<file path="src/rtl/da_pkg.sv">
// Shared types and width helpers for the bit-serial distributed-arithmetic FIR engine.
package da_pkg;

  typedef enum logic [1:0] {
    ST_IDLE,
    ST_BUILD,
    ST_COMPUTE
  } da_state_e;

  function automatic int da_lut_w(input int taps, input int coef_w);
    return coef_w + $clog2(taps);
  endfunction

  function automatic int da_out_w(input int lut_w, input int data_w);
    return lut_w + data_w;
  endfunction

  // Six taps, tap 0 in the LSBs: tap0..tap5 = 7, -7, 5, 5, -5, 3
  localparam logic [35:0] DA_DEFAULT_COEFS = {6'd3, 6'h3b, 6'd5, 6'd5, 6'h39, 6'd7};

endpackage

</file>
<file path="src/rtl/da_fir_engine_if.sv">
// Sample-in / result-out bus of the DA FIR engine; the engine is the slave.
interface da_fir_engine_if #(
  parameter int DATA_W = 8,
  parameter int OUT_W  = 17
);
  logic              in_valid;
  logic              in_ready;
  logic [DATA_W-1:0] in_data;
  logic              out_valid;
  logic [OUT_W-1:0]  out_data;

  modport master (output in_valid, in_data, input in_ready, out_valid, out_data);
  modport slave  (input in_valid, in_data, output in_ready, out_valid, out_data);
endinterface

</file>
<file path="src/rtl/da_lut_builder.sv">
// Coefficient registers plus a 2^TAPS partial-sum LUT filled one entry per cycle
// while build_en is high; the read port is combinational.
module da_lut_builder
  import da_pkg::*;
#(
  parameter int TAPS   = 6,
  parameter int COEF_W = 6,
  parameter int LUT_W  = da_lut_w(6, 6),
  parameter logic [TAPS*COEF_W-1:0] DEFAULT_COEFS = DA_DEFAULT_COEFS,
  localparam int AW    = $clog2(TAPS),
  localparam int DEPTH = 1 << TAPS
) (
  input  logic                    clk,
  input  logic                    rst_n,
  input  logic                    build_en,
  input  logic                    wr_en,
  input  logic [AW-1:0]           wr_addr,
  input  logic [COEF_W-1:0]       wr_data,
  input  logic [TAPS-1:0]         rd_addr,
  output logic signed [LUT_W-1:0] rd_data,
  output logic                    build_last
);

  logic signed [COEF_W-1:0] coef_q [TAPS];
  logic signed [COEF_W-1:0] coef_d [TAPS];
  logic signed [LUT_W-1:0]  lut_q  [DEPTH];
  logic signed [LUT_W-1:0]  lut_d  [DEPTH];
  logic [TAPS-1:0]          cnt_q, cnt_d;
  logic signed [LUT_W-1:0]  subset_sum;

  // The build counter doubles as the tap-select mask for this entry
  always_comb begin
    subset_sum = '0;
    for (int k = 0; k < TAPS; k++)
      if (cnt_q[k]) subset_sum = subset_sum + LUT_W'(coef_q[k]);
  end

  always_comb begin
    coef_d = coef_q;
    for (int k = 0; k < TAPS; k++)
      if (wr_en && (wr_addr == AW'(k))) coef_d[k] = wr_data;
  end

  // Counter wraps to 0 after the last entry, so a rebuild restarts at address 0
  always_comb begin
    lut_d = lut_q;
    cnt_d = cnt_q;
    if (build_en) begin
      lut_d[cnt_q] = subset_sum;
      cnt_d        = cnt_q + 1'b1;
    end
  end

  always_ff @(posedge clk or negedge rst_n) begin
    if (!rst_n) begin
      cnt_q <= '0;
      for (int k = 0; k < TAPS; k++) coef_q[k] <= DEFAULT_COEFS[k*COEF_W +: COEF_W];
      for (int i = 0; i < DEPTH; i++) lut_q[i] <= '0;
    end else begin
      cnt_q  <= cnt_d;
      coef_q <= coef_d;
      lut_q  <= lut_d;
    end
  end

  assign rd_data    = lut_q[rd_addr];
  assign build_last = build_en && (cnt_q == TAPS'(DEPTH - 1));

endmodule

</file>
<file path="src/rtl/da_fir_engine.sv">
// Bit-serial DA FIR: FSM, sample delay line and shift-accumulator around da_lut_builder.
// Define DA_COEF_WR_EN to add the runtime coefficient write port.
module da_fir_engine
  import da_pkg::*;
#(
  parameter int TAPS   = 6,
  parameter int DATA_W = 8,
  parameter int COEF_W = 6,
  parameter logic [TAPS*COEF_W-1:0] DEFAULT_COEFS = DA_DEFAULT_COEFS,
  localparam int LUT_W = da_lut_w(TAPS, COEF_W),
  localparam int OUT_W = da_out_w(LUT_W, DATA_W),
  localparam int CA_W  = $clog2(TAPS),
  localparam int BW    = $clog2(DATA_W)
) (
  input  logic             clk,
  input  logic             rst_n,
  da_fir_engine_if.slave   io,
  output logic             busy
`ifdef DA_COEF_WR_EN
  ,
  input  logic             coef_we,
  input  logic [CA_W-1:0]  coef_addr,
  input  logic [COEF_W-1:0] coef_data
`endif
);

  da_state_e               state_q, state_d;
  logic                    dirty_q, dirty_d;
  logic [DATA_W-1:0]       x_q [TAPS];
  logic [DATA_W-1:0]       x_d [TAPS];
  logic signed [OUT_W-1:0] acc_q, acc_d;
  logic [BW-1:0]           bit_q, bit_d;
  logic                    out_valid_q, out_valid_d;
  logic signed [OUT_W-1:0] out_data_q, out_data_d;

  logic                    wr_hit;
  logic [CA_W-1:0]         wr_addr;
  logic [COEF_W-1:0]       wr_data;
  logic [TAPS-1:0]         lut_addr;
  logic signed [LUT_W-1:0] lut_rd;
  logic                    build_last;
  logic signed [OUT_W-1:0] term;
  logic                    in_ready;
  logic                    last_bit;

`ifdef DA_COEF_WR_EN
  assign wr_hit  = coef_we && (int'(coef_addr) < TAPS);
  assign wr_addr = coef_addr;
  assign wr_data = coef_data;
`else
  assign wr_hit  = 1'b0;
  assign wr_addr = '0;
  assign wr_data = '0;
`endif

  da_lut_builder #(
    .TAPS(TAPS), .COEF_W(COEF_W), .LUT_W(LUT_W), .DEFAULT_COEFS(DEFAULT_COEFS)
  ) u_lut (
    .clk        (clk),
    .rst_n      (rst_n),
    .build_en   (state_q == ST_BUILD),
    .wr_en      (wr_hit),
    .wr_addr    (wr_addr),
    .wr_data    (wr_data),
    .rd_addr    (lut_addr),
    .rd_data    (lut_rd),
    .build_last (build_last)
  );

  // Bit slice b across all taps selects the partial sum for this bit weight
  always_comb begin
    lut_addr = '0;
    for (int k = 0; k < TAPS; k++) lut_addr[k] = x_q[k][bit_q];
  end

  assign term     = OUT_W'(lut_rd) <<< bit_q;
  assign last_bit = (bit_q == BW'(DATA_W - 1));
  assign in_ready = (state_q == ST_IDLE) && !dirty_q;

  always_comb begin
    state_d     = state_q;
    dirty_d     = dirty_q | wr_hit;
    x_d         = x_q;
    acc_d       = acc_q;
    bit_d       = bit_q;
    out_valid_d = 1'b0;
    out_data_d  = out_data_q;
    unique case (state_q)
      ST_BUILD: begin
        // Pending or same-cycle write restarts BUILD directly (counter wraps to 0)
        if (build_last) begin
          if (dirty_q || wr_hit) dirty_d = 1'b0;
          else                   state_d = ST_IDLE;
        end
      end
      ST_IDLE: begin
        if (io.in_valid && in_ready) begin
          x_d[0] = io.in_data;
          for (int k = 1; k < TAPS; k++) x_d[k] = x_q[k-1];
          acc_d   = '0;
          bit_d   = '0;
          state_d = ST_COMPUTE;
        end else if (dirty_q || wr_hit) begin
          dirty_d = 1'b0;
          state_d = ST_BUILD;
        end
      end
      ST_COMPUTE: begin
        // Sign bit of the two's-complement sample carries negative weight
        acc_d = last_bit ? (acc_q - term) : (acc_q + term);
        bit_d = bit_q + 1'b1;
        if (last_bit) begin
          out_data_d  = acc_d;
          out_valid_d = 1'b1;
          bit_d       = '0;
          if (dirty_q || wr_hit) begin
            dirty_d = 1'b0;
            state_d = ST_BUILD;
          end else begin
            state_d = ST_IDLE;
          end
        end
      end
      default: state_d = ST_BUILD;
    endcase
  end

  always_ff @(posedge clk or negedge rst_n) begin
    if (!rst_n) begin
      state_q     <= ST_BUILD;
      dirty_q     <= 1'b0;
      for (int k = 0; k < TAPS; k++) x_q[k] <= '0;
      acc_q       <= '0;
      bit_q       <= '0;
      out_valid_q <= 1'b0;
      out_data_q  <= '0;
    end else begin
      state_q     <= state_d;
      dirty_q     <= dirty_d;
      x_q         <= x_d;
      acc_q       <= acc_d;
      bit_q       <= bit_d;
      out_valid_q <= out_valid_d;
      out_data_q  <= out_data_d;
    end
  end

  assign io.in_ready  = in_ready;
  assign io.out_valid = out_valid_q;
  assign io.out_data  = out_data_q;
  assign busy         = (state_q != ST_IDLE);

endmodule

</file>
<file path="src/flat_wrapper.sv">
// flat-port wrapper written by rule: the top's interface ports become plain ports
module da_fir_engine_flat import da_pkg::*;
#(
  parameter int TAPS   = 6,
  parameter int DATA_W = 8,
  parameter int COEF_W = 6,
  parameter logic [TAPS*COEF_W-1:0] DEFAULT_COEFS = DA_DEFAULT_COEFS,
  localparam int LUT_W = da_lut_w(TAPS, COEF_W),
  localparam int OUT_W = da_out_w(LUT_W, DATA_W),
  localparam int CA_W  = $clog2(TAPS),
  localparam int BW    = $clog2(DATA_W)
)
  (clk, rst_n, busy, io_in_valid, io_in_data, io_in_ready, io_out_valid, io_out_data);
  da_fir_engine_if #(.DATA_W(DATA_W), .OUT_W(OUT_W)) io_i ();
  input  logic clk;
  input  logic rst_n;
  output logic busy;
  input wire logic [$bits(io_i.in_valid)-1:0] io_in_valid;
  input wire logic [$bits(io_i.in_data)-1:0] io_in_data;
  output wire logic [$bits(io_i.in_ready)-1:0] io_in_ready;
  output wire logic [$bits(io_i.out_valid)-1:0] io_out_valid;
  output wire logic [$bits(io_i.out_data)-1:0] io_out_data;
  assign io_i.in_valid = io_in_valid;
  assign io_i.in_data = io_in_data;
  assign io_in_ready = io_i.in_ready;
  assign io_out_valid = io_i.out_valid;
  assign io_out_data = io_i.out_data;
  da_fir_engine #(.TAPS(TAPS), .DATA_W(DATA_W), .COEF_W(COEF_W), .DEFAULT_COEFS(DEFAULT_COEFS)) u_core (.clk(clk), .rst_n(rst_n), .io(io_i), .busy(busy));
endmodule
</file>
<file path="config.mk">
export PLATFORM = sky130hd
export DESIGN_NAME = da_fir_engine_flat
export DESIGN_NICKNAME = d
export VERILOG_FILES = /design/src/rtl/da_pkg.sv /design/src/rtl/da_fir_engine_if.sv /design/src/rtl/da_lut_builder.sv /design/src/rtl/da_fir_engine.sv /design/src/flat_wrapper.sv
export SDC_FILE = /design/constraint.sdc
export NUM_CORES = 1
export LEC_CHECK = 0
export ABC_CLOCK_PERIOD_IN_PS = 6760
export BUFFER_PORTS_ARGS = -buffer_cell sky130_fd_sc_hd__buf_2
export CORE_MARGIN = 1
export CORE_UTILIZATION = 40
export DETAILED_ROUTE_END_ITERATION = 12
export MAX_ROUTING_LAYER = met4
export PLACE_DENSITY_LB_ADDON = 0.12
export SETUP_SLACK_MARGIN = 0.15
export SYNTH_ARGS = -nofsm -noshare
export SYNTH_HDL_FRONTEND = slang
export SYNTH_SLANG_ARGS = --single-unit
</file>
<file path="constraint.sdc">
create_clock -name clk -period 6.76 [get_ports clk]
set_input_delay 0.338 -clock clk [delete_from_list [all_inputs] [get_ports clk]]
set_output_delay 0.338 -clock clk [all_outputs]
set_load 0.005 [all_outputs]
</file>
==> qor.yml <==
outcome:
  status: "complete, no violations"
cts:
  cts_root_buffer: "clkbuf_16"
  cts_tree: "done"
  htree_levels: 3
  insertion_delay_ps: 630
  cts_buffers: 79
  clk_pin_slew_worst_paths_ps: 60
  cts_buffer_depth: 3
  cts_sinks: 670
grt:
  grt_pass1_vias: 26200
  grt_pass1_wl_um: 163000
  grt.total_usage_pct: 26.7
  grt_antenna_before_repair: 1
  grt_start_max_net_pins: 178
  gr-total-overflow: 0
power:
  intPower_mw: 12.9
  p_total_mw: 22.0
  power_leakage_nw: 17.5
  max-vdd-ir-drop_mv: 0.501
  seq_power_share_pct: 20.4
  powerDensity_nw_per_um2: 566
  switching_share_pct: 41.3
  clkPwrFrac_pct: 21.0
  switching_power_mw: 9.11
  share_comb_of_total_power_pct: 58.6
final_layout:
  fin_area_um2: 39000
  utilization_pct: 49.0
  multi_input_area_um2: 14900
  layout_commonest_cell: "nand2_1"
  final_cell_mix: "nand2_1, dfrtp_1, o21ai_0"
  synthToLayoutAreaGrowth_pct: 20.4
  drive_above_1_share_pct: 18.4
  final_nets: 3660
  seq_area_um2: 16800
  fill_cells: 7320
sta:
  report.final.slew_viol_count: 0
  tightest_slew_ps: 1220
  skew_ps: 23.1
  hold_ws_ps: 310
  rsz0062_at_grt: "yes"
  maxSlewHeadroom_pct: 18.6
  hold_viol: 0
  fin_crit_sh_pct: 98.6
  max_freq_mhz: 150
  period_needed_ps: 6660
  setup_violations: 0
  timing.final.ws_setup_ps: 95.1
place:
  place_area_um2: 35400
  port-buffer-count: 30
  gp_congestion: 0.937
  pre_cts_ws_ps: -540
  place_hpwl_um: 72600
die:
  num_rows: 103
  die-area_um2: 82000
  die_w_um: 286
  pin_count: 31
  coreArea_um2: 79500
  fp.dieH_um: 286
  start_util_pct: 40.7
route:
  drtIter0Drc: 2195
  vias: 26200
  drtPass1Iterations: 7
  remaining_drc_errors: 0
  via_per_inst: 5.54
  wl_per_cell_um: 22.1
  wl_um: 105000
  ant_nets: 0
synth:
  synthFlopType: "dfrtp_1"
  netlist.area_leader.share_pct: 51.8
  avgSynthCellArea_um2: 9.45
  synth.distinct_cells: 81
  synth_fp_nets: 3462
  synth-warning-count: 0
  ys_seq_area_share_pct: 51.8
  async_flop_share_pct: 100
  syn-cell-area_um2: 32300
  syn_inst: 3422
  ys_top_cells_by_area: "dfrtp_1, nand2_1, o21ai_0"
  synth.ff_latch_count: 670
  synth_edf_count: 0
  yosysTopAreaCell: "dfrtp_1"
critical_path:
  slowest_stage: "mux4_4"
  path_buf_inv: 8
  cpMostUsedCell: "buf_4"
  max_stage_delay_ps: 630
  crit_family: "compound AO/OA/AOI/OAI gates"
  critPathCaptureType: "flop"
  crit_required_ps: 7260
  cp-start-kind: "flop"
  arrival_ps: 7160
  crit_fanout: 9
  worstSetupPathType: "reg -> reg"
hold_path:
  worstHoldPathType: "in -> async"
run:
  maxCapViolCount: 0
registers in the layout, summed over array words and instances, names as in the netlist:
register and flops:
u_core.acc_q 17, u_core.bit_q 3, u_core.io.out_data 17, u_core.io.out_valid 1, u_core.state_q 2, u_core.u_lut.cnt_q 6
u_core.u_lut.lut_q 576, u_core.x_q 48
worst register-to-register path: cells and delay by family, from the launching register on:
| family | cells | cell delay (ps) |
|---|---|---|
| and+or+nand+nor | 5 | 610 |
| DFF | 1 | 480 |
| adders and majority gates | 1 | 270 |
| muxes | 3 | 1400 |
| AOI/OAI and AO/OA | 10 | 1970 |
| buffers and inverters | 8 | 1330 |
| xor gates and xnor gates | 2 | 470 |
layout make-up:
class | instances | share of cell area, %
Clock buffer | 119 | 6.29
Timing Repair Buffer | 356 | 7.54
Tap cell | 1050 | 3.37
Multi-Input combinational cell | 2457 | 38.2
Inverter | 56 | 0.540
Sequential cell | 670 | 43.0
Clock inverter | 24 | 1.03
Antenna cell | 1 | 0.00642
power by group through the flow:
stage | sequential, mW | combinational, mW | clock (mW)
2_1_floorplan | 4.50 | 6.42 | 0
3_5_place_dp | 4.56 | 11.7 | 0
5_1_grt | 4.53 | 13.9 | 4.89
4_1_cts | 4.50 | 12.3 | 4.72
3_3_place_gp | 4.57 | 11.6 | 0
6_report | 4.50 | 12.9 | 4.63
cell usage after synthesis, types with 8 or more instances:
cell type	n
nand2_1	836
dfrtp_1	669
o21ai_0	525
nor2_1	219
clkbuf_1	188
a21oi_1	130
mux2i_1	120
nand3_1	97
mux4_2	78
inv_1	53
nor3_1	32
xnor2_1	31
and3_1	27
ha_1	27
mux2_2	23
a22oi_1	21
buf_2	21
o31ai_1	21
a211oi_1	20
nand4_1	19
nand2b_1	17
xor2_1	17
buf_6	14
o211ai_1	13
a31oi_1	11
and2_1	11
a32oi_1	10
buf_1	10
a22o_1	9
nor3b_1	9
o21a_1	9
nor2b_1	8
final timing paths:
kind	start	endpoint	slack (ps)	cells after the start
max	u_core.bit_q[0]	u_core.acc_q[16]	100	29
min	rst_n	u_core.u_lut.lut_q[441]	310	2
max reg2reg	u_core.bit_q[0]	u_core.acc_q[16]	100	29
min reg2reg	u_core.x_q[7]	u_core.x_q[7]	470	2
max in group asynchronous	rst_n	u_core.u_lut.lut_q[255]	4880	3
min in group clk	io_in_valid	u_core.state_q[1]	370	4
through the flow:
stage / TNS, ps / std cells
CTS: -13.4 / 4727
global route: -900 / 4733
detailed placement: -2300 / 4559
finish: 0 / 4733
global placement: -1300 / 4559
floorplan: 0 / 3422
logic make-up (layout without fill, tap and decap cells):
family                     Yosys count  after routing  share of synthesized area [%]
xor gates and xnor gates            48             48                           1.30
buffers and inverters              295            555                           3.95
and+or+nand+nor                   1313           1313                           16.9
muxes                              227            227                           10.2
other                                0              1                              0
DFF                                670            670                           51.8
adders and majority gates           29             29                           1.17
AOI/OAI and AO/OA                  840            840                           14.7
layer usage:
metal  routed length, um  part of all wire [%]  track usage [%]  vias to the layer above
met3                5050                   4.8             3.47                      189
met5                   0                     0                -                        -
met4                3380                   3.2             8.54                        0
li1                    -                     -                -                    12300
met2               48600                    46             41.5                      712
met1               47500                    45             36.2                    13100
timing repair:
action,CTS,global route
gates cloned,0,1
buffers inserted,16,4
endpoints found under the hold margin,82,0
setup endpoints to repair,11,12
pin swaps,34,12
gates resized for setup,65,26
hold buffers,9,0
(Power assumes the default switching activity.)
